## src/rtl/utap_pkg.sv

```systemverilog
// Shared UTAP framing definitions, used by utap_host and by the debug unit's receiver.
// Optional build macro: UTAP_HOST_PARITY_EN (adds an even-parity bit after data bit 7).
package utap_pkg;

    localparam int   UTAP_DATA_BITS = 8;
    localparam logic UTAP_IDLE_LVL  = 1'b1;
    localparam logic UTAP_START_LVL = 1'b0;

    typedef enum logic [3:0] {
        IDLE,
        TX_START,
        TX_DATA,
        TX_PAR,
        TX_STOP,
        RX_WAIT,
        RX_START,
        RX_DATA,
        RX_PAR,
        RX_STOP
    } utap_state_t;

    // Even parity: the parity bit makes the total count of ones even.
    function automatic logic even_parity(input logic [UTAP_DATA_BITS-1:0] d);
        return ^d;
    endfunction

endpackage

```

## src/rtl/utap_bit_timer.sv

```systemverilog
// Bit-period timer for the UTAP host: reloads on load_i or at end of bit, flags end-of-bit
// and mid-bit. bit_tick_o lands CLKS_PER_BIT cycles after a load, mid_tick_o floor(CLKS_PER_BIT/2).
module utap_bit_timer
    import utap_pkg::*;
#(
    parameter int CLKS_PER_BIT = 4
) (
    input  logic clk,
    input  logic reset,
    input  logic load_i,
    output logic bit_tick_o,
    output logic mid_tick_o
);

    localparam int            TW     = $clog2(CLKS_PER_BIT + 1);
    localparam logic [TW-1:0] RELOAD = TW'(CLKS_PER_BIT - 1);
    localparam logic [TW-1:0] MID    = TW'(CLKS_PER_BIT - CLKS_PER_BIT / 2);

    logic [TW-1:0] cnt_q, cnt_d;

    // NOTE: next-state logic is combinational with a default first, so no latch can be inferred.
    always_comb begin
        cnt_d = cnt_q - TW'(1);
        if (load_i || cnt_q == '0) begin
            cnt_d = RELOAD;
        end
    end

    // NOTE: sequential state is updated with <= only, so every flop samples pre-edge values.
    always_ff @(posedge clk) begin
        if (reset) begin
            cnt_q <= RELOAD;
        end else begin
            cnt_q <= cnt_d;
        end
    end

    assign bit_tick_o = (cnt_q == '0);
    assign mid_tick_o = (cnt_q == MID);

endmodule

```

## src/rtl/utap_host.sv

```systemverilog
// Host-side UTAP driver: serializes command bytes onto utap_rx and deserializes replies from utap_out.
// Optional build macro: UTAP_HOST_PARITY_EN (11-bit frames with even parity in both directions).
module utap_host
    import utap_pkg::*;
#(
    parameter int CLKS_PER_BIT = 4,
    parameter int RSP_TIMEOUT  = 256
) (
    input  logic       clk,
    input  logic       reset,
    input  logic       cmd_valid,
    output logic       cmd_ready,
    input  logic [2:0] cmd_sel,
    input  logic [7:0] cmd_data,
    input  logic       cmd_rsp,
    output logic       rsp_valid,
    output logic [7:0] rsp_data,
    output logic       rsp_err,
    output logic       busy,
    output logic [2:0] utap_sel,
    output logic       utap_rx,
    input  logic       utap_out
);

    localparam int                MAX_CNT = (CLKS_PER_BIT > RSP_TIMEOUT) ? CLKS_PER_BIT : RSP_TIMEOUT;
    localparam int                CNT_W   = $clog2(MAX_CNT + 1);
    localparam logic [CNT_W-1:0]  TO_LAST = CNT_W'(RSP_TIMEOUT - 1);
    localparam logic [3:0]        LAST_BIT = 4'(UTAP_DATA_BITS - 1);

    utap_state_t               state_q;
    logic                      utap_rx_q, cmd_ready_q, rsp_valid_q, rsp_err_q, rsp_req_q;
    logic [2:0]                utap_sel_q;
    logic [UTAP_DATA_BITS-1:0] rsp_data_q, tx_shift_q, rx_shift_q;
    logic [3:0]                bit_cnt_q;
    logic [CNT_W-1:0]          to_cnt_q;
    logic                      sync1_q, sync2_q;
`ifdef UTAP_HOST_PARITY_EN
    logic                      tx_par_q, par_err_q;
`endif

    logic accept, timer_load, bit_tick, mid_tick;

    assign accept = cmd_valid && cmd_ready_q;

    // The timer auto-reloads on bit_tick, so only transitions off the bit grid need an explicit restart.
    assign timer_load = accept
                     || (state_q == RX_WAIT  && sync2_q == UTAP_START_LVL)
                     || (state_q == RX_START && mid_tick);

    utap_bit_timer #(.CLKS_PER_BIT(CLKS_PER_BIT)) u_timer (
        .clk        (clk),
        .reset      (reset),
        .load_i     (timer_load),
        .bit_tick_o (bit_tick),
        .mid_tick_o (mid_tick)
    );

    always_ff @(posedge clk) begin
        if (reset) begin
            sync1_q <= UTAP_IDLE_LVL;
            sync2_q <= UTAP_IDLE_LVL;
        end else begin
            sync1_q <= utap_out;
            sync2_q <= sync1_q;
        end
    end

    always_ff @(posedge clk) begin
        if (reset) begin
            state_q     <= IDLE;
            utap_rx_q   <= UTAP_IDLE_LVL;
            utap_sel_q  <= '0;
            cmd_ready_q <= 1'b1;
            rsp_valid_q <= 1'b0;
            rsp_data_q  <= '0;
            rsp_err_q   <= 1'b0;
            rsp_req_q   <= 1'b0;
            tx_shift_q  <= '0;
            rx_shift_q  <= '0;
            bit_cnt_q   <= '0;
            to_cnt_q    <= '0;
`ifdef UTAP_HOST_PARITY_EN
            tx_par_q    <= 1'b0;
            par_err_q   <= 1'b0;
`endif
        end else begin
            rsp_valid_q <= 1'b0;
            case (state_q)
                IDLE: if (accept) begin
                    state_q     <= TX_START;
                    cmd_ready_q <= 1'b0;
                    utap_sel_q  <= cmd_sel;
                    tx_shift_q  <= cmd_data;
                    rsp_req_q   <= cmd_rsp;
                    utap_rx_q   <= UTAP_START_LVL;
                    bit_cnt_q   <= '0;
`ifdef UTAP_HOST_PARITY_EN
                    tx_par_q    <= even_parity(cmd_data);
`endif
                end
                TX_START: if (bit_tick) begin
                    state_q    <= TX_DATA;
                    utap_rx_q  <= tx_shift_q[0];
                    tx_shift_q <= tx_shift_q >> 1;
                end
                TX_DATA: if (bit_tick) begin
                    if (bit_cnt_q == LAST_BIT) begin
`ifdef UTAP_HOST_PARITY_EN
                        state_q   <= TX_PAR;
                        utap_rx_q <= tx_par_q;
`else
                        state_q   <= TX_STOP;
                        utap_rx_q <= UTAP_IDLE_LVL;
`endif
                    end else begin
                        bit_cnt_q  <= bit_cnt_q + 4'd1;
                        utap_rx_q  <= tx_shift_q[0];
                        tx_shift_q <= tx_shift_q >> 1;
                    end
                end
`ifdef UTAP_HOST_PARITY_EN
                TX_PAR: if (bit_tick) begin
                    state_q   <= TX_STOP;
                    utap_rx_q <= UTAP_IDLE_LVL;
                end
`endif
                TX_STOP: if (bit_tick) begin
                    to_cnt_q  <= '0;
                    bit_cnt_q <= '0;
                    if (rsp_req_q) begin
                        state_q <= RX_WAIT;
                    end else begin
                        state_q     <= IDLE;
                        cmd_ready_q <= 1'b1;
                    end
                end
                RX_WAIT: begin
                    if (to_cnt_q >= TO_LAST) begin
                        state_q     <= IDLE;
                        cmd_ready_q <= 1'b1;
                        rsp_valid_q <= 1'b1;
                        rsp_err_q   <= 1'b1;
                        rsp_data_q  <= '0;
                    end else begin
                        to_cnt_q <= to_cnt_q + CNT_W'(1);
                        if (sync2_q == UTAP_START_LVL) state_q <= RX_START;
                    end
                end
                // A glitch returns to RX_WAIT without clearing the timeout count.
                RX_START: begin
                    if (to_cnt_q != '1) to_cnt_q <= to_cnt_q + CNT_W'(1);
                    if (mid_tick) state_q <= (sync2_q == UTAP_START_LVL) ? RX_DATA : RX_WAIT;
                end
                RX_DATA: if (bit_tick) begin
                    rx_shift_q <= {sync2_q, rx_shift_q[UTAP_DATA_BITS-1:1]};
                    if (bit_cnt_q == LAST_BIT) begin
`ifdef UTAP_HOST_PARITY_EN
                        state_q <= RX_PAR;
`else
                        state_q <= RX_STOP;
`endif
                    end else begin
                        bit_cnt_q <= bit_cnt_q + 4'd1;
                    end
                end
`ifdef UTAP_HOST_PARITY_EN
                RX_PAR: if (bit_tick) begin
                    par_err_q <= (sync2_q != even_parity(rx_shift_q));
                    state_q   <= RX_STOP;
                end
`endif
                RX_STOP: if (bit_tick) begin
                    state_q     <= IDLE;
                    cmd_ready_q <= 1'b1;
                    rsp_valid_q <= 1'b1;
                    rsp_data_q  <= rx_shift_q;
`ifdef UTAP_HOST_PARITY_EN
                    rsp_err_q   <= (sync2_q != UTAP_IDLE_LVL) | par_err_q;
`else
                    rsp_err_q   <= (sync2_q != UTAP_IDLE_LVL);
`endif
                end
                default: begin
                    state_q     <= IDLE;
                    cmd_ready_q <= 1'b1;
                    utap_rx_q   <= UTAP_IDLE_LVL;
                end
            endcase
        end
    end

    assign cmd_ready = cmd_ready_q;
    assign busy      = ~cmd_ready_q;
    assign rsp_valid = rsp_valid_q;
    assign rsp_data  = rsp_data_q;
    assign rsp_err   = rsp_err_q;
    assign utap_sel  = utap_sel_q;
    assign utap_rx   = utap_rx_q;

endmodule

```

## config.mk

```make
export PLATFORM = sky130hd
export DESIGN_NAME = utap_host
export DESIGN_NICKNAME = d
export VERILOG_FILES = /design/src/rtl/utap_pkg.sv /design/src/rtl/utap_bit_timer.sv /design/src/rtl/utap_host.sv
export SDC_FILE = /design/constraint.sdc
export NUM_CORES = 1
export LEC_CHECK = 0
export ABC_CLOCK_PERIOD_IN_PS = 4200
export CAP_MARGIN = 0
export CORE_ASPECT_RATIO = 0.9
export CORE_MARGIN = 3
export CORE_UTILIZATION = 50
export DETAILED_ROUTE_END_ITERATION = 8
export PLACE_DENSITY_LB_ADDON = 0.15
export SLEW_MARGIN = 40
export SYNTH_ARGS = -nofsm -noshare
export SYNTH_HDL_FRONTEND = slang
export SYNTH_HIERARCHICAL = 1
export SYNTH_SLANG_ARGS = --single-unit
export TNS_END_PERCENT = 30
```

## constraint.sdc

```tcl
create_clock -name clk -period 4.2 [get_ports clk]
set_input_delay 0.84 -clock clk [delete_from_list [all_inputs] [get_ports clk]]
set_output_delay 0.84 -clock clk [all_outputs]
set_load 0.01 [all_outputs]
```

==> metrics.cfg <==
[layout]
layout-drive-gt1-share=0.0636
layout_common_cells=dfxtp_1 (54), nor2_1 (38), clkdlybuf4s50_1 (31)
syn2layout_area_growth_pct=16.2
mostFrequentLayoutCell=dfxtp_1
antennaDiodeCount=0
fin_area_sq_um=3080
fillCellCount=457
nets=352

[global_routing]
antenna_found_initial=0
gr-usage-all-layers=0.185
grt_max_degree=41
top_usage_layer=met2
use_met3=0.0347
grt_pass1_wl_mm=9.00
overflow=0
grt.met1_usage=0.254
grt_pass1_vias=2015
grt.met2_usage=0.302

[routing]
drt_first_pass_iters=5
vias=2278
drt_drc_violations_left=0
drtIter0Drc=132
routed_wl_mm=5.49
viasPerCell=5.77
ant_nets=0
drt-wirelength-per-cell_um=13.9

[logic_synthesis]
yosysSeqAreaShare=0.408
synth_area_leaders=dfxtp_1 (41%), nand3_1 (5.7%), nor2_1 (5.4%)
synth.avg_cell_area_sq_um=8.62
synth.top_cell.area_share=0.408
yosys_warnings=6
synth_cells=307
ys_async_sr_fraction=0
synthFlopType=dfxtp_1
synth_fp_nets=330
synthDistinctLibCells=58
synth_edf_count=0
synth_top_area_cell=dfxtp_1
synth_area_sq_um=2650
synth_seq_cells=54

[worst_setup_path]
cp_max_fo=23
critical_path.slowest_cell=dfxtp_1
crit_chain=xor2_2 -> o22ai_1 -> or4b_4 -> a31o_1 -> a32o_1
critical_path_class=flip-flop to flip-flop
cp-start-kind=flip-flop
required_ps=4400
cpPeakStageDelay_ps=860
worstSetupEndpointType=flip-flop
crit_arrival_ps=2880

[pwr]
ir_worst_vdd_mv=0.245
p_leak_uw=0.00120
power.density_nw_per_um2=455

[placement]
placed_area_sq_um=2970
gp_congestion=0.856
hpwl_mm=3.85
io_buffers=31
post-place-ws_ps=1440

[die]
initial_core_util=0.531
die_area_sq_um=6210
fp.coreArea_sq_um=4980
die_w_um=82.7
rows=24
num_io_pins=32
chipHeight_um=75.0

[cts]
cts_tree=yes
cts-buffers-inserted=5
h-tree-depth=2
clk_pin_slew_ps=90
root_buffer=clkbuf_8
clock_latency_ps=310
clock_path_buffers=2
numClockSinks=54
cts_hold_buffers=0
post_cts_resize_count=0
post_cts_buffers=0

[worst_hold_path]
hold_class=flip-flop to flip-flop

[timing]
rsz0062_at_grt=false
setup_tns_ps=0
finClkSkew_ps=8.45
setup_ws_ps=1530
setup_viol_count_final=0
tightest_slew_ps=814
fmax_mhz=374
relSlewSlack=0.457
period_minus_slack_ps=2670
maxSlewViolCount=0
finalCritPeriodShare=0.636
holdWs_ps=404
hold_violations=0

[outcome]
status=complete, no violations

[flow_run]
max_cap_viol_count=0

final timing paths:
| path | startpoint | endpoint | slack, ps | depth (start not counted) |
|---|---|---|---|---|
| min reg2reg | u_timer/cnt_q[0]$_SDFF_PP1_ | u_timer/cnt_q[0]$_SDFF_PP1_ | 400 | 1 |
| max reg2reg | state_q[1]$_SDFFE_PP0P_ | state_q[2]$_SDFFE_PP0P_ | 1530 | 5 |
| max | state_q[1]$_SDFFE_PP0P_ | state_q[2]$_SDFFE_PP0P_ | 1530 | 5 |
| min | u_timer/cnt_q[0]$_SDFF_PP1_ | u_timer/cnt_q[0]$_SDFF_PP1_ | 400 | 1 |
metrics by stage:
step                      cells  power [uW]   util
final                       395        1400  0.617
after global routing        395        1490  0.617
after CTS                   395        1410  0.617
after detailed placement    387        1070  0.595
after global placement      387        1060  0.595
after floorplan             307         967      -
cell usage after synthesis, drive strengths merged (3+ instances only):
master and count:
ha 7, a31oi 3, dfxtp 54, o21ai 11, xor2 6, nand2b 4, a311oi 11, clkbuf 10
nand3 30, a21oi 15, o211ai 3, mux2i 14, nor3 3, nand2 30, nor2 38, o31ai 4
inv 9, nor2b 5, buf 8
worst max-delay path, delay by kind of cell (launching register included):
family | cells | cell delay [ps]
simple gates | 1 | 540
flops | 1 | 860
compound gates | 3 | 680
xor+xnor | 1 | 500
state kept, by name, indices dropped and copies added, names as in the netlist, 3 cells and up:
register / count
rx_shift_q: 8
to_cnt_q: 9
rsp_data: 8
u_timer/cnt_q: 3
tx_shift_q: 8
state_q: 4
utap_sel: 3
bit_cnt_q: 4
cell families after synthesis:
group                    share of synthesized area
AO/OA/AOI/OAI                                0.183
XOR/XNOR                                    0.0227
adder cells (fa/ha/maj)                     0.0331
flip-flops                                   0.408
buffers and inverters                       0.0473
AND/OR/NAND/NOR                              0.249
multiplexers                                0.0572
per-layer routing:
metal | vias to the layer above | wire (um) | share of wire
met5 | - | 0 | 0
met3 | 5 | 296 | 0.054
li1 | 1154 | - | -
met1 | 1066 | 2680 | 0.49
met2 | 53 | 2470 | 0.45
met4 | 0 | 40 | 0.0073
final cells by class:
cell class                      count  area (sq um)  area share
Clock inverter                      3          40.0      0.0130
Inverter                           10          37.5      0.0122
Sequential cell                    54          1080       0.352
Multi-Input combinational cell    225          1440       0.469
Timing Repair Buffer               33           325       0.106
Tap cell                           65          81.3      0.0264
Clock buffer                        5          68.8      0.0224
power by group:
part | leakage (uW) | total, uW | switching [uW] | internal (uW)
sequential | 0.000439 | 645 | 70.6 | 574
combinational | 0.000705 | 409 | 224 | 185
clock | 0.0000579 | 345 | 169 | 176
total | 0.00120 | 1400 | 464 | 935
Power figures use the tool's default switching activity.
